--- config.mk ---
export PLATFORM = sky130hd
export DESIGN_NAME = uart_receiver
export DESIGN_NICKNAME = d
export VERILOG_FILES = /design/src/rtl/uart_receiver_pkg.sv /design/src/rtl/uart_rx_sync.sv /design/src/rtl/uart_receiver.sv
export SDC_FILE = /design/constraint.sdc
export NUM_CORES = 1
export LEC_CHECK = 0
export CAP_MARGIN = 40
export CORE_UTILIZATION = 35
export CTS_BUF_LIST = sky130_fd_sc_hd__clkbuf_16
export DETAILED_ROUTE_END_ITERATION = 8
export GPL_ROUTABILITY_DRIVEN = 0
export GPL_TIMING_DRIVEN = 1
export PLACE_DENSITY = 0.57
export RECOVER_POWER = 50
export SLEW_MARGIN = 10
export SYNTH_ARGS = -nofsm -noshare
export SYNTH_HDL_FRONTEND = slang
export SYNTH_SLANG_ARGS = --single-unit
--- constraint.sdc ---
create_clock -name clk -period 4.38 [get_ports clk]
set_input_delay 0.438 -clock clk [delete_from_list [all_inputs] [get_ports clk]]
set_output_delay 0.438 -clock clk [all_outputs]
set_load 0.01 [all_outputs]
--- src/rtl/uart_receiver_pkg.sv ---
// UART definitions shared by the receiver, transmitter and baud generator:
// FSM encodings, default oversample ratio and frame data width.
package uart_receiver_pkg;

  localparam int DEFAULT_OVERSAMPLE = 16;
  localparam int FRAME_DATA_W       = 8;

  typedef enum logic [2:0] {
    IDLE   = 3'd0,
    START  = 3'd1,
    DATA   = 3'd2,
    PARITY = 3'd3,
    STOP   = 3'd4
  } uart_state_t;

endpackage

--- src/rtl/uart_rx_sync.sv ---
// Multi-flop synchronizer for the asynchronous rx line; resets to the idle
// (high) level so a reset never looks like a start edge.
module uart_rx_sync #(
  parameter int SYNC_STAGES = 2
) (
  input  logic clk,
  input  logic reset,
  input  logic d,
  output logic q
);

  logic [SYNC_STAGES-1:0] sync_q;

  always_ff @(posedge clk or posedge reset) begin
    if (reset) begin
      sync_q <= '1;
    end else begin
      sync_q <= {sync_q[SYNC_STAGES-2:0], d};
    end
  end

  assign q = sync_q[SYNC_STAGES-1];

endmodule

--- src/rtl/uart_receiver.sv ---
// Oversampling UART receiver: start, 8 data bits LSB first, optional even
// parity (define PARITY_CHECK_EN), stop. One rx_valid pulse per frame.
module uart_receiver
  import uart_receiver_pkg::*;
#(
  parameter int OVERSAMPLE  = DEFAULT_OVERSAMPLE,
  parameter int SYNC_STAGES = 2
) (
  input  logic       clk,
  input  logic       reset,
  input  logic       rx_in,
  input  logic       inrx,
  output logic [7:0] rx_data,
  output logic       rx_valid,
  output logic       frame_err,
  output logic       parity_err,
  output logic       busy
);

  localparam int TICK_W = $clog2(OVERSAMPLE);
  localparam logic [TICK_W-1:0] TICK_MID = TICK_W'(OVERSAMPLE / 2 - 1);
  localparam logic [TICK_W-1:0] TICK_END = TICK_W'(OVERSAMPLE - 1);

  uart_state_t             state;
  uart_state_t             state_nxt;
  logic                    rx_sync;
  logic                    rx_prev;
  logic                    start_edge;
  logic [TICK_W-1:0]       tick_cnt;
  logic [2:0]              bit_cnt;
  logic [FRAME_DATA_W-1:0] rx_shift;
  logic                    stop_sample;
  logic                    done_pend;

  logic tick_clr;
  logic tick_inc;
  logic bit_clr;
  logic shift_en;
  logic stop_en;

  uart_rx_sync #(
    .SYNC_STAGES (SYNC_STAGES)
  ) u_sync (
    .clk   (clk),
    .reset (reset),
    .d     (rx_in),
    .q     (rx_sync)
  );

  // rx_prev only follows the line at ticks, so a line held low cannot retrigger
  assign start_edge = inrx & rx_prev & ~rx_sync;
  assign busy       = (state != IDLE);

  always_ff @(posedge clk or posedge reset) begin
    if (reset) begin
      state <= IDLE;
    end else begin
      state <= state_nxt;
    end
  end

`ifdef PARITY_CHECK_EN
  logic par_en;
  logic par_sample;
`endif

  always_comb begin
    state_nxt = state;
    tick_clr  = 1'b0;
    tick_inc  = 1'b0;
    bit_clr   = 1'b0;
    shift_en  = 1'b0;
    stop_en   = 1'b0;
`ifdef PARITY_CHECK_EN
    par_en    = 1'b0;
`endif
    case (state)
      IDLE: begin
        if (start_edge) begin
          state_nxt = START;
          tick_clr  = 1'b1;
          bit_clr   = 1'b1;
        end
      end
      START: begin
        if (inrx) begin
          if (tick_cnt == TICK_MID) begin
            tick_clr  = 1'b1;
            state_nxt = rx_sync ? IDLE : DATA;
          end else begin
            tick_inc = 1'b1;
          end
        end
      end
      DATA: begin
        if (inrx) begin
          if (tick_cnt == TICK_END) begin
            tick_clr = 1'b1;
            shift_en = 1'b1;
            if (bit_cnt == 3'd7) begin
`ifdef PARITY_CHECK_EN
              state_nxt = PARITY;
`else
              state_nxt = STOP;
`endif
            end
          end else begin
            tick_inc = 1'b1;
          end
        end
      end
`ifdef PARITY_CHECK_EN
      PARITY: begin
        if (inrx) begin
          if (tick_cnt == TICK_END) begin
            tick_clr  = 1'b1;
            par_en    = 1'b1;
            state_nxt = STOP;
          end else begin
            tick_inc = 1'b1;
          end
        end
      end
`endif
      STOP: begin
        if (inrx) begin
          if (tick_cnt == TICK_END) begin
            tick_clr  = 1'b1;
            stop_en   = 1'b1;
            state_nxt = IDLE;
          end else begin
            tick_inc = 1'b1;
          end
        end
      end
      default: state_nxt = IDLE;
    endcase
  end

  always_ff @(posedge clk or posedge reset) begin
    if (reset) begin
      rx_prev     <= 1'b1;
      tick_cnt    <= '0;
      bit_cnt     <= '0;
      rx_shift    <= '0;
      stop_sample <= 1'b1;
    end else begin
      if (inrx) begin
        rx_prev <= rx_sync;
      end
      if (tick_clr) begin
        tick_cnt <= '0;
      end else if (tick_inc) begin
        tick_cnt <= tick_cnt + 1'b1;
      end
      if (bit_clr) begin
        bit_cnt <= '0;
      end else if (shift_en) begin
        bit_cnt <= bit_cnt + 1'b1;
      end
      if (shift_en) begin
        rx_shift <= {rx_sync, rx_shift[FRAME_DATA_W-1:1]};
      end
      if (stop_en) begin
        stop_sample <= rx_sync;
      end
    end
  end

  // Result stage: publish one clk after the stop-bit tick, independent of inrx
  always_ff @(posedge clk or posedge reset) begin
    if (reset) begin
      done_pend <= 1'b0;
      rx_valid  <= 1'b0;
      rx_data   <= '0;
      frame_err <= 1'b0;
    end else begin
      done_pend <= stop_en;
      rx_valid  <= done_pend;
      if (done_pend) begin
        rx_data   <= rx_shift;
        frame_err <= ~stop_sample;
      end
    end
  end

`ifdef PARITY_CHECK_EN
  always_ff @(posedge clk or posedge reset) begin
    if (reset) begin
      par_sample <= 1'b0;
      parity_err <= 1'b0;
    end else begin
      if (par_en) begin
        par_sample <= rx_sync;
      end
      if (done_pend) begin
        parity_err <= par_sample ^ (^rx_shift);
      end
    end
  end
`else
  assign parity_err = 1'b0;
`endif

endmodule
==> Word level (Yosys, flattened, before mapping) <==
Cells that the tools add are included.
{ "word_totals": {"elab_cells": 65, "input_bits": 4, "reg_bits": 33} }
{ "classes": {"mux": 28, "n_addsub": 2, "bitwise_logic": 4, "eq_ne": 14, "reduce_logical": 6} }
{ "ops": {"columns": ["op", "count"], "rows": [
  ["two-way mux 3 bit", 10],
  ["inequality test 2 bit, second input constant", 8],
  ["two-way mux 1 bit", 12],
  ["one-hot mux 3 bit (4 select lines)", 1],
  ["two-way mux 4 bit", 2],
  ["AND reduction 8 bit", 1],
  ["== test 3 bit, second input constant", 2],
  ["adder 4 x 1 -> 4 bit, second input constant", 1],
  ["== test 4 x 3 -> 1 bit, second input constant", 1],
  ["== test 4 bit, second input constant", 1],
  ["nonzero test 2 bit", 2],
  ["adder 3 x 1 -> 3 bit, second input constant", 1],
  ["== test 3 x 1 -> 1 bit, second input constant", 1],
  ["== test 3 x 2 -> 1 bit, second input constant", 1],
  ["logical NOT 3 bit", 1],
  ["one-hot mux 1 bit (3 select lines)", 1],
  ["nonzero test 3 bit", 1],
  ["AND 1 bit", 2],
  ["two-way mux 2 bit", 1],
  ["NOT 1 bit", 2],
  ["one-hot mux 1 bit (2 select lines)", 1],
  ["OR reduction 2 bit", 1]
]} }

==> Logic depth before layout (Yosys ltp) <==
{ "depth": {"depth_word": 6, "mapped_depth": 6} }

==> Hierarchy <==
Synthesis repeated with hierarchy kept, for this count alone.
{ "hier_totals": {"cells_unflattened": 118, "hier_area_um2": 1493.9} }
{ "modules_own_cells": {"columns": ["module", "seq_area_each_um2", "n_inst", "area_each_um2", "cells_per_inst"], "rows": [
  ["uart_receiver", 778.2, 1, 1437.6, 115],
  ["uart_rx_sync", 52.6, 1, 56.3, 3]
]} }

==> Worst setup path after synthesis <==
OpenSTA, ideal clock, no wires.
{ "synth_path": {"path_type": "register to register", "start": "register tick_cnt[0]", "end": "register tick_cnt[2]", "t_arrival_ps": 1777, "synth_period_minus_slack_ps": 1859, "n_path_buf": 0, "path_stages_with_launch": 6, "required_ps": 4298, "path_slack_ps": 2521, "cell_sequence": "dfrtp_1 -> ha_1 -> and3_1 -> o32a_1 -> or4b_1 -> a31oi_1"} }
{ "synth_via": {"elab_chain_len": 5} }
{ "synth_rtl": {"columns": ["element", "line_no", "rtl"], "rows": [
  ["from (decl)", "uart_receiver.sv:29", "logic [TICK_W-1:0] tick_cnt;"],
  ["from (signal assigned)", "uart_receiver.sv:154", "tick_cnt <= tick_cnt + 1'b1;"],
  ["== test 4 bit or == test 4 x 3 -> 1 bit (tied branches)", "uart_receiver.sv:97, uart_receiver.sv:127, uart_receiver.sv:87", null],
  ["two-way mux 1 bit, on equally long branches", "uart_receiver.sv:97, uart_receiver.sv:127, uart_receiver.sv:87", null],
  ["two-way mux 1 bit, on equally long branches", "uart_receiver.sv:96, uart_receiver.sv:86, uart_receiver.sv:126", null],
  ["one-hot mux 1 bit (3 select lines) or one-hot mux 1 bit (2 select lines) (tied branches)", "uart_receiver.sv:77", "case (state)"],
  ["two-way mux 4 bit or nonzero test 2 bit (tied branches)", null, null]
]} }
Parallel ways exist; a longest one is shown, timed or not. The select of a mux whose other input is x is not followed.
A chain may end at the register's enable or synchronous reset.

==> Final worst setup path <==
{ "layout_path": {"start": "register state[1]", "end": "register rx_shift[6]"} }
{ "layout_via": {"elab_chain_len": 2} }
{ "layout_rtl": {"columns": ["element", "line_no", "rtl"], "rows": [
  ["from (decl)", "uart_receiver.sv:24", "uart_state_t state;"],
  ["from (signal assigned)", "uart_receiver.sv:58", "state <= state_nxt;"],
  ["== test 3 x 2 -> 1 bit", "uart_receiver.sv:77", null],
  ["two-way mux 1 bit", "uart_receiver.sv:77", null],
  ["to (signal assigned)", "uart_receiver.sv:162", "rx_shift <= {rx_sync, rx_shift[FRAME_DATA_W-1:1]};"],
  ["to (decl)", "uart_receiver.sv:31", "logic [FRAME_DATA_W-1:0] rx_shift;"]
]} }
No other way between the ends.

==> results.json <==
{
  "outcome": "complete, but fails checks",
  "violations": "capacitance limit, slew limit",
  "power_density_nw_per_um2": 535,
  "endpoint_kind": "flop",
  "fin_nets": 146,
  "die_w_um": 67.5,
  "grt_pass1_wl_um": 4710,
  "synth.avg_cell_area_um2": 12.3,
  "final_area_um2": 1820,
  "cts_setup_buffers": 0,
  "ant_nets": 0,
  "p_leak_nw": 0.844,
  "setup_viol": 0,
  "slew_headroom_pct": -15.2,
  "hold_class": "reg -> reg",
  "fmax_mhz": 429,
  "period_minus_slack_ps": 2330,
  "dp_cells": 182,
  "tightest_slew_ps": 1730,
  "drt_iter0_markers": 31,
  "wire_per_inst_um": 14.1,
  "cts_buffers": 5,
  "skew_ps": 2.95,
  "ys_seq_elements": 33,
  "regArea_um2": 831,
  "synth.top_cell.area_share_pct": 48.4,
  "first_global_vias": 1003,
  "core_area_um2": 4060,
  "area_growth_pct": 21.4,
  "ys_warn_count": 0,
  "die_y_um": 67.5,
  "path_clk_slew_ps": 50,
  "async_reset_ff_share_pct": 100,
  "routed_wl_um": 2680,
  "synth.largest_area_cell": "dfrtp_1",
  "grt_use_total_pct": 14.3,
  "cts.hold.buffers_added": 0,
  "fillers": 370,
  "vias_per_cell": 5.26,
  "synth-main-ff-cell": "dfrtp_1",
  "layout_commonest_cell": "dfrtp_1",
  "start_util_pct": 37.0,
  "cts.sinks": 33,
  "final_cell_mix": "29 x dfrtp_1, 19 x mux2_2, 12 x clkdlybuf4s50_1",
  "drive_gt1_share_pct": 24.3,
  "fin_crit_sh_pct": 53.2,
  "path_class": "reg -> reg",
  "io_buffer_count": 14,
  "dp_hpwl_um": 1790,
  "synth.area.top_cells": "dfrtp_1 48%, mux2_2 14%, dfstp_2 7.0%, ha_1 2.5%, mux2i_1 2.0%",
  "grt_antenna_before_repair": 0,
  "ys_types": 40,
  "gr-total-overflow": 0,
  "pin_count": 16,
  "seq_area_frac_synth_pct": 55.4,
  "post_cts_resized": 0,
  "finalMaxSlewViolations": 34,
  "clock_path_buffers": 2,
  "drt-pass1-iter-count": 4,
  "crit_fanout": 13,
  "die_area_um2": 4550,
  "antenna_cells": 0,
  "insertion_delay_ps": 270,
  "finalHoldViolations": 0,
  "whs_ps": 354,
  "placed_area_um2": 1680,
  "cp-start-kind": "flop",
  "synth_cells": 122,
  "multi_input_area_um2": 634,
  "finalSetupTns_ps": 0,
  "cp_data_arrival_time_ps": 2480,
  "syn_nets": 129,
  "htreeDepth": 2,
  "cap_violations": 1,
  "rows": 23,
  "cts_root_buf": "clkbuf_16",
  "cts_tree": "yes",
  "grt_start_max_net_pins": 34,
  "ir_drop_v": 0.000251,
  "synth-edff-count": 0,
  "vias": 999,
  "fin_cells": 190,
  "syn_area_um2": 1500,
  "post-route-drc-count": 0,
  "rsz0062_at_grt": "false",
  "crit_required_ps": 4530
}
==> final timing paths <==
kind | startpoint | to | slack (ps) | depth (start not counted)
max in group asynchronous | reset | rx_data[3]$_DFFE_PP0P_ | 2160 | 3
hold reg to reg | u_sync.sync_q[0]$_DFF_PP1_ | u_sync.sync_q[1]$_DFF_PP1_ | 350 | 0
hold / removal | u_sync.sync_q[0]$_DFF_PP1_ | u_sync.sync_q[1]$_DFF_PP1_ | 350 | 0
setup / recovery | state[1]$_DFFE_PP0P_ | rx_shift[6]$_DFFE_PP0P_ | 2050 | 3
min in group asynchronous | reset | rx_data[0]$_DFFE_PP0P_ | 1220 | 3
setup reg to reg | state[1]$_DFFE_PP0P_ | rx_shift[6]$_DFFE_PP0P_ | 2050 | 3
==> per-stage QoR <==
stage          power [mW]  setup slack (ps)  utilization [%]
5_1_grt              1.03              1760             44.9
2_1_floorplan       0.572              2520                -
3_5_place_dp        0.640              1800             41.5
3_3_place_gp        0.635              1890             41.5
4_1_cts             0.979              2030             45.0
6_report            0.974              2050             44.9
==> worst max-delay path: stages, from the launching register on <==
cell	delay (ps)
dfrtp_1	570
or3b_2	530
nor2_1	690
mux2_2	420
==> cells by family after synthesis <==
logic type               Yosys count  synth area share, %
AND/OR/NAND/NOR                   35                 13.2
flip-flops                        33                 55.4
multiplexers                      22                 16.3
AO/OA/AOI/OAI                     21                 10.1
buffers and inverters              7                 2.34
adder cells (fa/ha/maj)            3                 2.50
other                              1                0.250
==> flip-flops by register name (all words and copies together), names as in the netlist <==
signal,cells
rx_data,8
rx_shift,8
tick_cnt,4
bit_cnt,3
state,3
u_sync.sync_q,2
done_pend,1
frame_err,1
rx_prev,1
rx_valid,1
stop_sample,1
==> per-layer routing <==
metal  part of all wire (%)  global-route usage, %  vias to the layer above
li1                       -                      -                      483
met5                      0                      0                        -
met4                   0.75                   6.65                        0
met3                    3.4                   5.07                        2
met1                     45                   17.5                      495
met2                     50                   22.2                       19
==> Yosys cell counts (2+ instances only) <==
library cell,instances
inv_1,2
mux2_2,19
nor2b_1,2
buf_4,2
a21oi_1,4
dfstp_2,4
o32a_1,2
a211o_1,2
a31oi_1,2
nand2_1,7
clkbuf_1,2
dfrtp_1,29
o21ai_0,4
mux2i_1,3
ha_1,3
nor2_1,7
or3b_2,2
a22o_1,2
nor4_1,2
nand3_1,2
==> power breakdown <==
group / total [mW] / switching, mW / internal, mW / leakage, nW
sequential: 0.391 / 0.0522 / 0.339 / 0.438
combinational: 0.253 / 0.129 / 0.123 / 0.336
clock: 0.330 / 0.122 / 0.208 / 0.0696
==> area by class of cell <==
| cell class | count | area share (%) |
|---|---|---|
| Clock buffer | 5 | 6.87 |
| Multi-Input combinational cell | 82 | 34.8 |
| Inverter | 2 | 0.412 |
| Clock inverter | 3 | 0.962 |
| Sequential cell | 33 | 45.6 |
| Timing Repair Buffer | 15 | 7.90 |
| Tap cell | 50 | 3.43 |
(Power assumes the default switching activity.)
